File: src/rtl/lif_pkg.sv
// Shared constants and helpers for the leaky integrate-and-fire neuron layer.
// Optional refractory logic is controlled by the LIF_REFRAC_EN macro.
package lif_pkg;

    localparam int DEF_WIDTH     = 8;
    localparam int DEF_THRESHOLD = 200;
    localparam int REFRAC_W      = 4;

    // Address width for an N-entry index; never narrower than one bit.
    function automatic int clog2_min1(input int n);
        return (n <= 2) ? 1 : $clog2(n);
    endfunction

endpackage

File: src/rtl/lif_neuron.sv
// One LIF neuron: shift leak, saturating integrate, threshold with reset-by-subtraction.
// Latency: current sampled at an edge, spike and new state visible after that edge.
// Backpressure: none; spike_nxt is a combinational preview for the event queue. Macro: LIF_REFRAC_EN.
module lif_neuron
    import lif_pkg::*;
#(
    parameter int WIDTH         = DEF_WIDTH,
    parameter int THRESHOLD     = DEF_THRESHOLD,
    parameter int REFRAC_CYCLES = 2
) (
    input  logic             clk,
    input  logic             rst_n,
    input  logic             en,
    input  logic [WIDTH-1:0] current,
    input  logic [2:0]       beta,
    output logic             spike_nxt,
    output logic             spike,
    output logic [WIDTH-1:0] state
);

    localparam logic [WIDTH-1:0] THR = WIDTH'(THRESHOLD);

    logic [WIDTH:0]   sum_w;
    logic [WIDTH-1:0] sat;
    logic             busy;

    // state - (state >> beta) never underflows, so one extra bit covers the add.
    assign sum_w     = {1'b0, state} - {1'b0, state >> beta} + {1'b0, current};
    assign sat       = sum_w[WIDTH] ? '1 : sum_w[WIDTH-1:0];
    assign spike_nxt = en && !busy && (sat >= THR);

    always_ff @(posedge clk or negedge rst_n) begin
        if (!rst_n) begin
            state <= '0;
            spike <= 1'b0;
        end else begin
            spike <= spike_nxt;
            if (en && !busy)
                state <= spike_nxt ? (sat - THR) : sat;
        end
    end

`ifdef LIF_REFRAC_EN
    localparam logic [REFRAC_W-1:0] REFRAC_LOAD = REFRAC_W'(REFRAC_CYCLES);

    logic [REFRAC_W-1:0] refrac_cnt;

    assign busy = (refrac_cnt != '0);

    always_ff @(posedge clk or negedge rst_n) begin
        if (!rst_n) begin
            refrac_cnt <= '0;
        end else if (en) begin
            if (busy)
                refrac_cnt <= refrac_cnt - 1'b1;
            else if (spike_nxt)
                refrac_cnt <= REFRAC_LOAD;
        end
    end
`else
    localparam int unused_refrac_cycles = REFRAC_CYCLES;

    assign busy = 1'b0;
`endif

endmodule

File: src/rtl/lif_array.sv
// Layer of N LIF neurons with a pending-spike bitmask drained lowest-index-first.
// Latency: spike and evt_valid rise one edge after the sampling edge; mon_state is combinational.
// Backpressure: evt_ready low holds events pending; a re-spike on a held bit sets sticky evt_overflow.
module lif_array
    import lif_pkg::*;
#(
    parameter int N_NEURONS     = 4,
    parameter int WIDTH         = DEF_WIDTH,
    parameter int THRESHOLD     = DEF_THRESHOLD,
    parameter int REFRAC_CYCLES = 2
) (
    input  logic                                clk,
    input  logic                                rst_n,
    input  logic                                en,
    input  logic [N_NEURONS*WIDTH-1:0]          current,
    input  logic [2:0]                          beta,
    output logic [N_NEURONS-1:0]                spike,
    output logic                                evt_valid,
    input  logic                                evt_ready,
    output logic [clog2_min1(N_NEURONS)-1:0]    evt_addr,
    output logic                                evt_overflow,
    input  logic [clog2_min1(N_NEURONS)-1:0]    mon_sel,
    output logic [WIDTH-1:0]                    mon_state
);

    localparam int AW = clog2_min1(N_NEURONS);

    logic [N_NEURONS-1:0] spike_nxt;
    logic [N_NEURONS-1:0] pending;
    logic [N_NEURONS-1:0] accepted;
    logic [WIDTH-1:0]     states [N_NEURONS];

    for (genvar g = 0; g < N_NEURONS; g++) begin : g_neuron
        lif_neuron #(
            .WIDTH         (WIDTH),
            .THRESHOLD     (THRESHOLD),
            .REFRAC_CYCLES (REFRAC_CYCLES)
        ) u_neuron (
            .clk       (clk),
            .rst_n     (rst_n),
            .en        (en),
            .current   (current[g*WIDTH +: WIDTH]),
            .beta      (beta),
            .spike_nxt (spike_nxt[g]),
            .spike     (spike[g]),
            .state     (states[g])
        );
    end

    assign evt_valid = |pending;

    // Fixed priority: the lowest set index wins.
    always_comb begin
        evt_addr = '0;
        for (int i = N_NEURONS - 1; i >= 0; i--) begin
            if (pending[i])
                evt_addr = AW'(i);
        end
    end

    always_comb begin
        accepted = '0;
        for (int i = 0; i < N_NEURONS; i++)
            accepted[i] = evt_valid && evt_ready && (evt_addr == AW'(i));
    end

    // An accepted bit may be re-set by a same-cycle spike without counting as a loss.
    always_ff @(posedge clk or negedge rst_n) begin
        if (!rst_n) begin
            pending      <= '0;
            evt_overflow <= 1'b0;
        end else begin
            pending <= (pending & ~accepted) | spike_nxt;
            if (|(spike_nxt & pending & ~accepted))
                evt_overflow <= 1'b1;
        end
    end

    always_comb begin
        mon_state = '0;
        for (int i = 0; i < N_NEURONS; i++) begin
            if (mon_sel == AW'(i))
                mon_state = states[i];
        end
    end

endmodule
File: config.mk
export PLATFORM = sky130hd
export DESIGN_NAME = lif_array
export DESIGN_NICKNAME = d
export VERILOG_FILES = /design/src/rtl/lif_pkg.sv /design/src/rtl/lif_neuron.sv /design/src/rtl/lif_array.sv
export SDC_FILE = /design/constraint.sdc
export NUM_CORES = 1
export LEC_CHECK = 0
export ABC_CLOCK_PERIOD_IN_PS = 7100
export CAP_MARGIN = 10
export CORE_MARGIN = 1
export CORE_UTILIZATION = 25
export CTS_BUF_LIST = sky130_fd_sc_hd__clkbuf_8
export DETAILED_ROUTE_END_ITERATION = 12
export DONT_BUFFER_PORTS = 1
export GPL_TIMING_DRIVEN = 0
export PLACE_DENSITY = 0.38
export SYNTH_ARGS = -nofsm -noshare
export SYNTH_HDL_FRONTEND = slang
export SYNTH_SLANG_ARGS = --single-unit
File: constraint.sdc
create_clock -name clk -period 7.1 [get_ports clk]
set_clock_uncertainty 0.1 [all_clocks]
set_input_delay 0.71 -clock clk [delete_from_list [all_inputs] [get_ports clk]]
set_output_delay 0.71 -clock clk [all_outputs]
set_load 0.01 [all_outputs]
==> impl_metrics.toml, run 1 <==
[die]
dieArea_um2 = 22700
row_count = 54
io_pins = 57
initial_utilization = 0.254
die_h_um = 151
core_um2 = 21800
die_w_um = 151

[yosys]
synthTopCellsByCount = "inv_1 (93), nor2_1 (79), dfrtp_1 (41)"
yosysMostFrequentCell = "inv_1"
synth-async-reset-ratio = 1.00
ys.flop_type = "dfrtp_1"
yosysTopAreaCell = "dfrtp_1"
syn-instance-count = 660
ys_seq_elements = 41
synth_top_area_share = 0.185
synth_area_leaders = "dfrtp_1 (19%), fa_1 (12%), ha_1 (9.0%)"
synth.distinct_cells = 72
ys_seq_area_frac = 0.185
ys.warnings.count = 0
syn_nets = 773
avgSynthCellArea_um2 = 8.38
syn-cell-area_um2 = 5530
synth_edf_count = 0

[place]
gp_congestion = 0.854
io_buffers = 0
place_hpwl_um = 14300

[worst_hold_path]
holdCritPathClass = "input pin to async pin"

[grt]
grt_pass1_wl_um = 27900
grt_use_total = 0.163
antenna_found_initial = 0
grt.overflow.total = 0
grt_start_max_net_pins = 42
grt_pass1_vias = 4853

[critical_path]
reg2reg_depth = 15
criticalPathCategory = "input pin to register"
r2r_slack_ns = 2.47
crit_path_start_kind = "input pin"
r2r-end = "g_neuron[0].u_neuron.state[7]"
cp-end-kind = "register"
crit_required_ns = 7.17
cp_data_arrival_time_ns = 5.45
timing.rr.start = "g_neuron[0].u_neuron.state[7]"
worst-path-max-fanout = 10

[clock_tree]
cts_made_buffers = 5
clockBufferDepth = 2
clk_pin_slew_worst_paths_ns = 0.08
cts.sinks = 41
clk_latency_ns = 0.31
h-tree-depth = 2
cts_root_buf = "clkbuf_8"
cts_tree = "yes"

[cells_and_area]
drive_gt1_frac = 0.0868
area_growth_pct = 8.39
num_antenna_cells = 0
fin_nets = 781
nFillCells = 2351

[routing]
drt_iter0_drc = 307
dr.pass1.iters = 5
viasPerCell = 4.98
ant_nets = 0
vias = 4718
drc = 0
wl_per_cell_um = 18.5
drt-total-wl_um = 17500

[timing]
clock.fmax_mhz = 186
tightest_slew_ns = 0.793
max_slew_margin = 0.472
finalSetupViolations = 0
rsz0062_at_grt = "false"
maxSlewViolCount = 0
final.min_clock_period_ns = 5.37
finalHoldViolations = 0
period_share = 0.757
tns_ns = 0

[job]
drv_cap = 0

[run_status]
status = "finished, final reports clean"
-- area by class of cell --
class	count	area, um2	share of cell area
multi-input combinational	493	4000	0.666
tap	280	350	0.0584
clock inverter	1	3.75	0.000626
timing repair buffer	1	27.5	0.00459
buffer	33	161	0.0269
clock buffer	6	82.6	0.0138
inverter	93	349	0.0582
sequential	41	1030	0.171
-- kinds of logic after synthesis --
group | synth area share
DFF | 0.185
and+or+nand+nor | 0.149
AOI/OAI and AO/OA | 0.222
adders and majority gates | 0.206
buffers and inverters | 0.0923
muxes | 0.0972
xor gates and xnor gates | 0.0482
-- placed cells by master, fill, tap and decap left out, types with 11 or more instances in the layout --
cell type	instances
inv_1	94
nor2_1	79
dfrtp_1	41
ha_1	40
a21oi_1	38
o21ai_0	35
fa_1	32
nand2_1	30
mux2i_1	23
clkbuf_1	21
nor3_1	14
a21o_1	13
nor2b_1	12
xor2_1	12
nand3_1	11
xnor2_1	11
-- sequential cells by signal, summed over array words and instances (netlist names) --
name and cells:
g_neuron.u_neuron.state 32, g_neuron.u_neuron.spike 4, pending 4, evt_overflow 1
-- metrics by stage --
| stage | area [um2] | utilization | instances | setup WS (ns) | hold WS (ns) |
|---|---|---|---|---|---|
| finish | 6000 | 0.276 | 948 | 1.73 | 0.131 |
| global route | 6000 | 0.276 | 948 | 1.27 | 0.138 |
| CTS | 6000 | 0.276 | 948 | 1.79 | 0.137 |
| detailed placement | 5880 | 0.270 | 940 | 1.48 | 0.317 |
| global placement | 5880 | 0.270 | 940 | 1.50 | 0.316 |
| floorplan | 5530 | - | 660 | 2.37 | 0.314 |
-- how the worst max path moves through the flow --
stage                                    end  cells past startpoint  slack (ns)    start
2_1_floorplan  g_neuron[0].u_neuron.state[5]                     16        2.37  beta[0]
3_3_place_gp   g_neuron[0].u_neuron.state[7]                     22        1.50  beta[0]
3_5_place_dp   g_neuron[0].u_neuron.state[7]                     22        1.48  beta[0]
4_1_cts        g_neuron[0].u_neuron.state[7]                     22        1.79  beta[0]
5_1_grt        g_neuron[0].u_neuron.state[7]                     22        1.27  beta[0]
6_report       g_neuron[0].u_neuron.state[7]                     22        1.73  beta[0]
-- layer usage --
layer,wire length [um],GRT usage,up-vias
li1,-,-,2291
met1,8370,0.227,2302
met2,8160,0.270,116
met3,802,0.0182,9
met4,195,0.0325,0
met5,0,0,-
-- repair_timing --
action                    in CTS  in global routing
gates resized for setup        0                  0
hold endpoints to repair      41                  0
setup buffers                  0                  0
hold buffers                   1                  0
-- critical path, stage by stage --
cell,delay [ns]
clkbuf_1,0.42
clkbuf_1,0.53
nand2_1,0.09
o21ai_0,0.13
nor2_1,0.07
a21oi_1,0.20
a21o_1,0.17
ha_1,0.23
inv_1,0.05
ha_1,0.20
inv_1,0.07
fa_1,0.41
nand2b_1,0.20
a211oi_1,0.30
nor4_1,0.10
o21bai_1,0.31
xnor2_1,0.23
nor2_1,0.16
ha_1,0.23
nor2_1,0.07
o21a_1,0.16
o41ai_1,0.40
Power of run 1 is left out: the tool's default activity adds up to more than one toggle a clock period on the data nets, which glitch-free logic cannot reach.
==> inputs of run 2 (changes only) <==
- ABC_CLOCK_PERIOD_IN_PS: 7100 -> 4540
- PLACE_DENSITY: 0.38 -> 0.4
- clock period: 7.1 -> 4.54 ns (I/O delays scaled with it)
==> run 2 against run 1 <==
Non-clock buffer count up 7; first-iteration DRC count is 9.8% lower; hold slack better by 0.13 ns; critical path type is now register to register; critical endpoint is now g_neuron[1].u_neuron.state[5]; highest routed layer unchanged.
==> impl_metrics.toml, run 2 (synthesis gave the netlist of run 1 again) <==
[grt]
grt_pass1_vias = 4877
grt.overflow.total = 0
grt_use_total = 0.161
grt_start_max_net_pins = 42
grt_pass1_wl_um = 27800
antenna_found_initial = 0

[timing]
finalHoldViolations = 0
finalSetupViolations = 0
max_slew_margin = 0.485
final.min_clock_period_ns = 4.33
rsz0062_at_grt = "true"
period_share = 0.954
clock.fmax_mhz = 231
tightest_slew_ns = 0.773
setup_ws_ns = 0.211
maxSlewViolCount = 0

[routing]
dr.pass1.iters = 5
drc = 0
ant_nets = 0
viasPerCell = 5.03
drt_iter0_drc = 277
wl_per_cell_um = 18.5
vias = 4806
drt-total-wl_um = 17700

[clock_tree]
cts_tree = "yes"
clk_pin_slew_worst_paths_ns = 0.09
cts_made_buffers = 5
clk_latency_ns = 0.31
h-tree-depth = 2
cts_root_buf = "clkbuf_8"
clockBufferDepth = 2
cts.sinks = 41

[critical_path]
criticalPathCategory = "register to register"
cp-end-kind = "register"
cp_data_arrival_time_ns = 4.45
reg2reg_depth = 15
worst-path-max-fanout = 6
r2r_slack_ns = 0.21
crit_path_start_kind = "register"
crit_required_ns = 4.66

[die]
initial_utilization = 0.254
core_um2 = 21800
die_w_um = 151
die_h_um = 151
dieArea_um2 = 22700
io_pins = 57
row_count = 54

[job]
drv_cap = 0

[cells_and_area]
fin_nets = 788
largest_reg_flops = 32
area_growth_pct = 10.5
drive_gt1_frac = 0.124
top_register = "g_neuron.u_neuron.state"
num_antenna_cells = 0
mostFrequentLayoutCells = "inv_1 (94), nor2_1 (79), ha_1 (39), dfrtp_1 (39), a21oi_1 (36)"
reg_top3 = "g_neuron.u_neuron.state: 32 flops, g_neuron.u_neuron.spike: 4 flops, pending: 4 flops"
design_area_um2 = 6110
final_common_cell = "inv_1"

[worst_hold_path]
holdPathStages = 3
holdCritPathClass = "input pin to register"

[place]
gp_congestion = 0.857
post-place-ws_ns = -0.853
place_hpwl_um = 14200
io_buffers = 0
dpl_cell_area_um2 = 5880

[run_status]
status = "finished, final reports clean"
run 2: cell count changes in the layout (fill, tap and decap cells not counted), moves of 2 or more:
cell and change:
o21ai_1 +3, clkinv_2 +2, dfrtp_1 -2, clkbuf_1 -7, buf_1 -3, clkbuf_2 +7
a21oi_1 -2, buf_4 +6, o21ai_0 -3, dfrtp_2 +2
run 2: critical path: stages (launching register included):
cell and delay [ns]:
dfrtp_1 0.48, nor2b_1 0.31, a21oi_1 0.14, mux2_2 0.31, fa_1 0.51, inv_1 0.06
fa_1 0.48, nor2b_2 0.22, o211ai_2 0.12, a31oi_1 0.25, o22ai_1 0.16, xor2_2 0.32
a21oi_1 0.13, ha_1 0.26, nor3b_1 0.15, o31ai_1 0.24
run 2: cell type report:
type | count | area [um2]
Tap cell | 280 | 350
Buffer | 33 | 183
Inverter | 93 | 349
Timing Repair Buffer | 8 | 82.6
Fill cell | 2372 | 15600
Sequential cell | 41 | 1030
Clock buffer | 5 | 68.8
Clock inverter | 3 | 13.8
Multi-Input combinational cell | 493 | 4040
run 2: path summary, 6_finish.rpt:
check / start / to
max in group asynchronous: rst_n / g_neuron[0].u_neuron.state[7]
max reg2reg: g_neuron[1].u_neuron.state[7] / g_neuron[1].u_neuron.state[5]
max: g_neuron[1].u_neuron.state[7] / g_neuron[1].u_neuron.state[5]
min in group asynchronous: rst_n / pending[0]
min: evt_ready / pending[3]
min reg2reg: pending[3] / pending[3]
run 2: metal layers:
layer	routed length, um	track usage	up-vias
li1	-	-	2314
met1	8530	0.226	2376
met2	8220	0.262	106
met3	691	0.0218	10
met4	216	0.0315	0
met5	0	0	-
run 2: through the flow:
step	instances	utilization	hold WS (ns)	setup TNS (ns)
2_1_floorplan	660	-	0.0584	0
3_3_place_gp	940	0.270	0.0601	-9.91
3_5_place_dp	940	0.270	0.0607	-12.08
4_1_cts	951	0.277	0.251	0
5_1_grt	956	0.281	0.291	-0.0293
6_report	956	0.281	0.262	0
run 2: what timing repair did:
item                                    in CTS  in global routing
setup buffers                                1                  5
hold endpoints to repair                    41                  0
resized for setup                            9                 21
pin swaps                                    1                  3
endpoints found under the setup margin      19                 12
hold buffers                                 2                  0
Power of run 2 is left out for the same reason.
==> inputs of run 3 (changes only) <==
- CORE_UTILIZATION: 25 -> 60
- PLACE_DENSITY: 0.4 -> 0.79
==> run 3 against run 2 <==
Routed wire length shrank 18%; count of clock-buffer cells in the layout is the same; first-iteration DRC count grew 33%; the flow now finishes with violations (DRC); critical path type unchanged; register-to-register slack gained 0.07 ns; global-route usage grew 16 points; setup slack gained 0.068 ns; non-clock buffer count shrank 3.
==> impl_metrics.toml, run 3 (synthesis gave the netlist of run 1 again) <==
[grt]
grt_pass1_vias = 4913
grt_pass1_wl_um = 24200
grt_use_total = 0.316
grt_start_max_net_pins = 42
grt.overflow.total = 0
antenna_found_initial = 0

[routing]
wl_met1_um = 6210
drt-total-wl_um = 14500
wl_per_cell_um = 18.6
viasPerCell = 6.31
ant_nets = 0
vias = 4926
dr.pass1.iters = 10
dr_wl_met2_um = 6760
highest_layer = "met4"
met3_length_um = 1090
drc = 6
drt_iter0_drc = 368

[timing]
max_slew_margin = 0.536
final.min_clock_period_ns = 4.26
finalSetupViolations = 0
maxSlewViolCount = 0
rsz0062_at_grt = "false"
tightest_slew_ns = 0.696
clock.fmax_mhz = 235
finalHoldViolations = 0
period_share = 0.939

[critical_path]
cp-end-kind = "register"
reg2reg_depth = 14
criticalPathCategory = "register to register"
crit_path_start_kind = "register"
worst-path-max-fanout = 6
cp_data_arrival_time_ns = 4.36
crit_required_ns = 4.64

[die]
core_um2 = 8810
io_pins = 57
row_count = 34
dieArea_um2 = 9610
initial_utilization = 0.628
die_w_um = 98.0
die_h_um = 98.0

[cells_and_area]
nFillCells = 755
design_area_um2 = 5840
reg_top3 = "g_neuron.u_neuron.state: 32 flops, g_neuron.u_neuron.spike: 4 flops, pending: 4 flops"
top_register = "g_neuron.u_neuron.state"
seqCellArea_um2 = 1030
num_antenna_cells = 0
drive_gt1_frac = 0.116
mostFrequentLayoutCells = "inv_1 (93), nor2_1 (79), dfrtp_1 (41), ha_1 (39), a21oi_1 (37)"
multi_input_area_um2 = 4010
largest_reg_flops = 32
final_common_cell = "inv_1"
fin_nets = 785
area_growth_pct = 5.54
postLayoutCoreUtil = 0.663

[clock_tree]
cts_root_buf = "clkbuf_8"
clk_latency_ns = 0.31
h-tree-depth = 2
clk_pin_slew_worst_paths_ns = 0.09
cts_made_buffers = 5
cts.sinks = 41
cts_tree = "yes"
clockBufferDepth = 2

[worst_hold_path]
holdCritPathClass = "input pin to register"
holdPathStages = 3

[run_status]
violations = "DRC"
status = "complete, but fails checks"

[place]
io_buffers = 0
dpl_cell_area_um2 = 5670
gp_congestion = 0.937
place_hpwl_um = 11400

[job]
drv_cap = 0
## run 3: critical path, cell delays in order (launching register included)
cell and delay, ns:
dfrtp_1 0.46, nand2b_1 0.15, mux4_2 0.53, fa_1 0.53, inv_1 0.06, fa_1 0.44
nand2b_1 0.22, a21oi_2 0.15, xor2_1 0.33, nor3_1 0.10, or4b_1 0.54, buf_6 0.16
nor2_1 0.11, a21oi_1 0.05, a31o_1 0.20
## run 3: layer usage
metal / vias up / track usage
li1: 2307 / -
met1: 2359 / 0.434
met2: 222 / 0.512
met3: 38 / 0.0358
met4: 0 / 0.129
met5: - / 0
## run 3: final cells by class
type | instances | area share
tap | 108 | 0.0231
clock buffer | 5 | 0.0118
clock inverter | 3 | 0.00300
multi-input combinational | 493 | 0.687
inverter | 93 | 0.0598
timing repair buffer | 5 | 0.00900
sequential | 41 | 0.176
buffer | 33 | 0.0302
## run 3: timing repair
| action | CTS | global route |
|---|---|---|
| gates resized for setup | 8 | 15 |
| setup buffers | 0 | 3 |
| hold endpoints to repair | 41 | 0 |
| endpoints found under the setup margin | 10 | 11 |
| hold buffers | 2 | 0 |
| pin swaps | 0 | 2 |
## run 3: metrics by stage
| step | hold slack [ns] | worst slack (ns) | TNS, ns | instances |
|---|---|---|---|---|
| floorplan | 0.0584 | 0.0683 | 0 | 660 |
| global placement | 0.0593 | -0.567 | -5.44 | 768 |
| detailed placement | 0.0592 | -0.642 | -7.48 | 768 |
| CTS | 0.274 | 0.00570 | 0 | 778 |
| global route | 0.301 | 0.0115 | 0 | 781 |
| finish | 0.266 | 0.278 | 0 | 781 |
## run 3: worst paths after layout
path / startpoint / endpoint / slack, ns
min in group asynchronous: rst_n / g_neuron[1].u_neuron.spike / 0.50
hold reg to reg: pending[3] / pending[3] / 0.48
setup / recovery: g_neuron[0].u_neuron.state[7] / g_neuron[0].u_neuron.state[5] / 0.28
setup reg to reg: g_neuron[0].u_neuron.state[7] / g_neuron[0].u_neuron.state[5] / 0.28
max in group asynchronous: rst_n / g_neuron[0].u_neuron.state[3] / 3.62
hold / removal: evt_ready / pending[3] / 0.27
Power of run 3 is left out for the same reason.
